### src/rtl/transpose_job_arbiter.sv
// transpose_job_arbiter: shares one 3x3 transpose engine between two
// requesters round-robin, streams loads, forwards results, flags errors.
module transpose_job_arbiter #(
   parameter int DATA_WIDTH = 32,
   parameter int MAT_SIZE   = 9,
   parameter int TIMEOUT    = 32
) (
   input  logic                  clk,
   input  logic                  rst_n,
   input  logic                  req0_valid,
   input  logic [DATA_WIDTH-1:0] req0_data,
   output logic                  req0_ready,
   input  logic                  req1_valid,
   input  logic [DATA_WIDTH-1:0] req1_data,
   output logic                  req1_ready,
   output logic [DATA_WIDTH-1:0] eng_a_in,
   output logic [3:0]            eng_a_addr,
   output logic                  eng_a_wen,
   output logic                  eng_start,
   input  logic [DATA_WIDTH-1:0] eng_c_out,
   input  logic                  eng_c_valid,
   input  logic                  eng_done,
   output logic [DATA_WIDTH-1:0] rsp_data,
   output logic                  rsp_valid,
   output logic                  rsp_id,
   output logic [3:0]            rsp_index,
   output logic                  rsp_last,
   output logic                  job_done,
   output logic                  job_err,
   output logic                  busy
);

   localparam int TW = (TIMEOUT > 2) ? $clog2(TIMEOUT) : 1;
   localparam logic [3:0]    LAST     = 4'(MAT_SIZE - 1);
   localparam logic [3:0]    FULL     = 4'(MAT_SIZE);
   localparam logic [TW-1:0] TMO_LAST = TW'(TIMEOUT - 1);

   typedef enum logic [2:0] {
      IDLE,
      LOAD,
      START,
      RUN,
      FIN
   } state_t;

   state_t state;
   state_t state_nxt;

   logic [3:0]            load_cnt;
   logic [3:0]            out_cnt;
   logic [3:0]            out_cnt_nxt;
   logic [TW-1:0]         tmo_cnt;
   logic                  grant;
   logic                  grant_nxt;
   logic                  last_grant;
   logic                  err;
   logic                  any_req;
   logic                  sel_valid;
   logic [DATA_WIDTH-1:0] sel_data;
   logic                  load_hs;
   logic                  res_acc;
   logic                  tmo_hit;

   // arbitration pick, granted-requester mux and datapath qualifiers
   always_comb begin
      any_req   = req0_valid | req1_valid;
      grant_nxt = 1'b0;
      unique case (1'b1)
         (req0_valid && req1_valid): grant_nxt = ~last_grant;
         (req1_valid && !req0_valid): grant_nxt = 1'b1;
         default: grant_nxt = 1'b0;
      endcase
      sel_valid   = grant ? req1_valid : req0_valid;
      sel_data    = grant ? req1_data : req0_data;
      load_hs     = (state == LOAD) && sel_valid;
      res_acc     = (state == RUN) && eng_c_valid && (out_cnt < FULL);
      out_cnt_nxt = out_cnt + {3'b000, res_acc};
      tmo_hit     = (tmo_cnt == TMO_LAST);
   end

   // state register
   always_ff @(posedge clk or negedge rst_n) begin
      if (!rst_n) begin
         state <= IDLE;
      end else begin
         state <= state_nxt;
      end
   end

   // next-state decode
   always_comb begin
      state_nxt = state;
      unique case (state)
         IDLE:  if (any_req) state_nxt = LOAD;
         LOAD:  if (load_hs && load_cnt == LAST) state_nxt = START;
         START: state_nxt = RUN;
         RUN:   if (eng_done || tmo_hit) state_nxt = FIN;
         FIN:   state_nxt = IDLE;
         default: state_nxt = IDLE;
      endcase
   end

   // state-derived handshakes, engine load port and job status
   always_comb begin
      req0_ready = (state == LOAD) && !grant;
      req1_ready = (state == LOAD) && grant;
      eng_a_wen  = load_hs;
      eng_a_addr = load_cnt;
      eng_a_in   = (state == LOAD) ? sel_data : '0;
      eng_start  = (state == START);
      job_done   = (state == FIN);
      job_err    = (state == FIN) && err;
      busy       = (state != IDLE);
   end

   // job bookkeeping: grant, counters and sticky error
   always_ff @(posedge clk or negedge rst_n) begin
      if (!rst_n) begin
         grant      <= 1'b0;
         last_grant <= 1'b1;
         load_cnt   <= '0;
         out_cnt    <= '0;
         tmo_cnt    <= '0;
         err        <= 1'b0;
      end else begin
         if (state == IDLE && any_req) begin
            grant    <= grant_nxt;
            load_cnt <= '0;
         end
         if (load_hs) begin
            load_cnt <= load_cnt + 4'd1;
         end
         if (state == START) begin
            out_cnt <= '0;
            tmo_cnt <= '0;
         end
         if (state == RUN) begin
            out_cnt <= out_cnt_nxt;
            tmo_cnt <= tmo_cnt + TW'(1);
            if (eng_c_valid && !res_acc) begin
               err <= 1'b1;
            end
            if (eng_done) begin
               if (out_cnt_nxt != FULL) err <= 1'b1;
            end else if (tmo_hit) begin
               err <= 1'b1;
            end
         end
         if (state == FIN) begin
            last_grant <= grant;
            err        <= 1'b0;
         end
      end
   end

   // registered result forwarding, tagged with the owning requester
   always_ff @(posedge clk or negedge rst_n) begin
      if (!rst_n) begin
         rsp_valid <= 1'b0;
         rsp_data  <= '0;
         rsp_id    <= 1'b0;
         rsp_index <= '0;
         rsp_last  <= 1'b0;
      end else begin
         rsp_valid <= res_acc;
         rsp_last  <= res_acc && (out_cnt == LAST);
         if (state == START) begin
            rsp_id <= grant;
         end
         if (res_acc) begin
            rsp_data  <= eng_c_out;
            rsp_index <= out_cnt;
            rsp_id    <= grant;
         end
      end
   end

endmodule

### config.mk
export PLATFORM = sky130hd
export DESIGN_NAME = transpose_job_arbiter
export DESIGN_NICKNAME = d
export VERILOG_FILES = /design/src/rtl/transpose_job_arbiter.sv
export SDC_FILE = /design/constraint.sdc
export NUM_CORES = 1
export LEC_CHECK = 0
export BUFFER_PORTS_ARGS = -buffer_cell sky130_fd_sc_hd__buf_2
export CAP_MARGIN = 40
export CORE_ASPECT_RATIO = 1.75
export CORE_MARGIN = 8
export CORE_UTILIZATION = 43
export CTS_BUF_LIST = sky130_fd_sc_hd__clkbuf_16
export DETAILED_ROUTE_END_ITERATION = 6
export MAX_ROUTING_LAYER = met4
export PLACE_DENSITY = 0.8
export SYNTH_ARGS = -nofsm -noshare
export SYNTH_HDL_FRONTEND = slang
export SYNTH_SLANG_ARGS = --single-unit
### constraint.sdc
create_clock -name clk -period 2.95 [get_ports clk]
set_input_delay 0.4425 -clock clk [delete_from_list [all_inputs] [get_ports clk]]
set_output_delay 0.4425 -clock clk [all_outputs]
set_load 0.01 [all_outputs]
* After elaboration in Yosys (flattened, before gate mapping)
Index checks and enable logic that the tools add are counted.
** Storage, ports and cells
- Register bits after elaboration :: 58
- Output and inout port bits :: 82
- Word-level logic and storage cells :: 74
** Cells by class
- Muxes and demuxes :: 22
- Equal/unequal tests :: 11
- Reduce and logical (&&, ||, !) cells :: 23
- Add/subtract/negate cells :: 3
- Order comparisons :: 1
- Bitwise logic cells :: 2
** Operators with widths (count)
- $mux W32 :: 2
- $mux W4 :: 4
- $logic_and A1 B1 Y1 :: 12
- $pmux W3 S4 :: 1
- $mux W5 :: 2
- $mux W1 :: 9
- $mux W3 :: 3
- $eq A4 B4 Y1 const B :: 2
- $reduce_bool A2 Y1 :: 4
- $eq A3 B2 Y1 const B :: 2
- $add A5 B1 Y5 const B :: 1
- $eq A5 B5 Y1 const B :: 1
- $add A4 B1 Y4 :: 1
- $add A4 B1 Y4 const B :: 1
- $lt A4 B4 Y1 const B :: 1
- $ne A2 B2 Y1 const B :: 2
- $ne A4 B4 Y1 const B :: 1
- $eq A3 B1 Y1 const B :: 1
- $eq A3 B3 Y1 const B :: 1
- $logic_not A1 Y1 :: 3
- $logic_not A3 Y1 :: 1
- $reduce_and A3 Y1 :: 1
- $reduce_bool A3 Y1 :: 1
- $ne A2 B1 Y1 const B :: 1
- other kinds (4) :: 4

* Logic depth before layout (Yosys ltp)
- Word-level depth :: 10
- Depth in mapped cells :: 11
- Mapped depth without buffers :: 8

* Worst setup path after synthesis
OpenSTA, ideal clock, no wires.
- Path type :: reg2reg
- Start :: reg out_cnt[2]
- End :: reg err
- Data required time :: 2.819 ns
- Data arrival time :: 2.361 ns
- Setup slack :: 0.458 ns
- Stages on the path, launching flop included :: 11
- Path buffers :: 2
- Library setup time :: 0.131 ns
- Path through :: dfrtp_1 > buf_2 > o31a_1 > nor3_4 > buf_4 > ha_1 > ha_1 > and3b_1 > or4bb_1 > o21ai_0 > o31ai_1
** On the way
- Cells in the longest elaborated chain, start to end :: 9
** RTL lines
- from (decl) :: line 50 : logic [3:0] out_cnt;
- from (signal assigned) :: line 138 : out_cnt <= out_cnt_nxt;
- $lt A4 B4 Y1 (*) :: line 76 : res_acc = (state == RUN) && eng_c_valid && (out_cnt < FULL);
- $logic_and A1 B1 Y1 (*) :: line 76
- via res_acc :: line 61 : logic res_acc;
- parallel branches: the longest is 4 deep, another holds $add A4 B1 Y4
- $mux W1 (*) :: line 143 : if (eng_done) begin
- $mux W1 (*) :: line 137 : if (state == RUN) begin
- $mux W1 (*) :: line 149 : if (state == FIN) begin
- to (signal assigned) :: line 144 : if (out_cnt_nxt != FULL) err <= 1'b1;
- to (signal assigned) :: line 146 : err <= 1'b1;
- to (signal assigned) :: line 151 : err <= 1'b0;
- to (decl) :: line 56 : logic err;
Mark *: on every way through the listed nets, which the timed path passes. The select of a mux whose other input is x is not followed.
A chain may end at the register's enable or synchronous reset.

* Final worst setup path
- Start :: reg state[0]
- End :: out eng_a_wen
** On the way
- Cells in the longest elaborated chain, start to end :: 2
** RTL lines
- from (decl) :: line 46 : state_t state;
- from (signal assigned) :: line 86 : state <= state_nxt;
- $eq A3 B1 Y1 :: line 75 : load_hs = (state == LOAD) && sel_valid;
- $logic_and A1 B1 Y1 :: line 75
- to (decl) :: line 18 : output logic eng_a_wen,
Every way passes these cells.

==> run metrics <==
worst slew pin tran between 0.6 and 0.7 ns; die height approximately 130 µm; filler cell count about 540; Layout Area Growth over Synthesis 41.3%; Min Hold Slack 0.256 ns; final setup fails 0; Initial Util 44.1%; status finished clean; post-synthesis async set-or-reset flop share 100%; port bufs 183; CTS sink cnt 58; max cap viols 0; CTS Root Cell clkbuf_16; RSZ-0062 raised after global routing no; Core Util, Final ~62%; syn nets 385; ANT cells 0; top_reg_cell synth dfrtp_1; post-layout min period between 2 and 3 ns; vias in the first global route 2933; CP Capture Type output port; critical path startpoint category register; met3 GRT Util about 4.7%; Iteration-0 DRC Markers between 80 and 90; relative slew slack between 50% and 60%; DR WL/cell 15.5 µm; final clock skew 0.00853 ns; post-route insts no fill roughly 540; H-tree depth 3; fmax around 0.38 GHz; largest net degree at the start of global routing between 50 and 60; setup TNS 0 ns; Final HPWL DP between 6000 and 7000 µm; post-CTS resize count 0; overall power roughly 0.0046 W; Worst-Skew Late Latency between 0.3 and 0.4 ns; placer congestion estimate about 0.86; first-pass GRT wire length 13300 µm; io pins approximately 180; CTS tree done; met1 global-route usage between 10% and 20%; vias after detailed routing between 2000 and 3000; Post CTS Setup Buffer Count 0; Post-DRT Antenna Nets 0; Cell Area, Synth ~3000 µm²; busiest grt layer met2; worst vdd ir around 0.00046 V; CTS Buffer Depth 2; # rows 40; initial antenna violation count 0; # hold bufs at CTS 0; synth warn 0; hold crit path type primary input to async pin; max-slew violation count 0; Power Dens Cells 1080 nW/µm²; Leak between 2 and 2.5 nW; Final #Nets about 560; Max Fanout on Critical Path 35; total grt overflow 0; Syn Area/Cell 10.9 µm²; first drt pass iteration count 4; CP Data Required Time ~2.5 ns; Tcrit/Tclk final about nine tenths; crit path kind register to output port; placed insts 529; Post-synth EDFFs 0; via-per-instance ratio slightly above 5; Inserted Clock Buffers 9; crit path DAT 2.19 ns; layout cells sized above 1 a little over 50%; Reg clk slew, reported paths approximately 0.05 ns; sequential fraction of the synthesis area 48.1%; full die area 10100 µm²; Final Hold Fails 0; # DRC 0; core area 6860 µm²; number of distinct library cells after synthesis 39; met2 usage a little over a quarter; final WL about 8400 µm; die span in x 79.4 µm; flop and latch count out of synthesis 58; Syn Inst Count ~280; GRT Util Overall approximately 17%
per-stage QoR:
step	instance area [µm²]	setup slack, ns
after floorplan	3020	0.458
after global placement	3970	0.656
after detailed placement	3970	0.545
after CTS	4270	0.284
after global routing	4270	0.183
final	4270	0.321
layer usage:
layer  share of wire [%]  vias to the layer above  wire length (µm)
met5                   0                        -                 0
met4                 3.0                        0               251
li1                    -                     1322                 -
met2                  47                      158              3990
met1                  40                     1258              3360
met3                 9.8                       16               825
cell families after synthesis:
logic type	synth area share, %
flops	48.1
buf+inv	3.89
xor+xnor	0.290
mux	25.9
simple gates	13.5
compound gates	5.88
fa+ha+maj	2.48
power by group:
group          internal (W)  leakage [nW]  total, W  switching, W
sequential          0.00117         0.703   0.00145      0.000280
combinational       0.00100          1.46   0.00212       0.00112
clock              0.000718         0.150   0.00103      0.000307
total               0.00289          2.31   0.00460       0.00170
area by class of cell:
cell class                      instances  area (µm²)  share of cell area, %
Tap cell                               84         105                   2.46
Clock buffer                            9         225                   5.27
Inverter                                4        15.0                  0.352
Multi-Input combinational cell        196        1450                   34.0
Timing Repair Buffer                  187         946                   22.2
Clock inverter                          5        72.6                   1.70
Sequential cell                        58        1450                   34.0
worst max-delay path: stages, from the launching register on:
cell and delay, ns:
dfrtp_1 0.65, or3b_2 0.80, nor2_4 0.26, buf_2 0.16
cell usage in the layout, fill, tap and decap left out, types with 2 or more instances in the layout:
master,instances
buf_4,4
o21ai_0,10
a22o_1,4
dfrtp_1,56
nand2_1,21
ha_1,6
nor3_1,5
mux2_2,27
mux2i_1,35
and2_1,3
mux2_1,10
nor2_1,44
buf_2,183
bufinv_16,2
a21oi_1,5
nand2b_1,2
clkbuf_16,9
nand3_1,5
o31ai_1,2
inv_1,5
registers in the layout (all words and copies together) (netlist names):
register and cells:
eng_a_addr 4, err 1, grant 1, last_grant 1, out_cnt 4, rsp_data 32
rsp_id 1, rsp_index 4, rsp_last 1, rsp_valid 1, state 3, tmo_cnt 5
path summary, 6_finish.rpt:
check | startpoint | end | slack (ns) | cells past startpoint
worst max-delay path | state[0]$_DFFE_PN0P_ | eng_a_wen | 0.32 | 3
min in group clk | eng_c_out[31] | rsp_data[31]$_DFFE_PN0P_ | 0.35 | 2
worst min register to register | rsp_data[1]$_DFFE_PN0P_ | rsp_data[1]$_DFFE_PN0P_ | 0.48 | 1
worst min-delay path | rst_n | rsp_last$_DFF_PN0_ | 0.26 | 2
max in group asynchronous | rst_n | grant$_DFFE_PN0P_ | 2.19 | 2
worst max register to register | out_cnt[2]$_DFFE_PN0P_ | err$_DFFE_PN0P_ | 0.55 | 8
Yosys cell counts, drive strengths merged, types with 2 or more instances:
library cell  instances  area [µm²]
a21oi                 5        25.0
o31ai                 2        15.0
nand3                 5        25.0
and2                  3        18.8
dfrtp                57        1430
inv                   4        15.0
clkbuf                2        7.51
o21ai                10        50.1
nand2b                2        12.5
ha                    6        75.1
mux2i                35         350
nand2                21        78.8
mux2                 38         432
nor3                  6        41.3
a22o                  4        35.0
buf                  17        95.1
nor2                 45         176
Note: power is estimated with default switching activity, not from simulation.
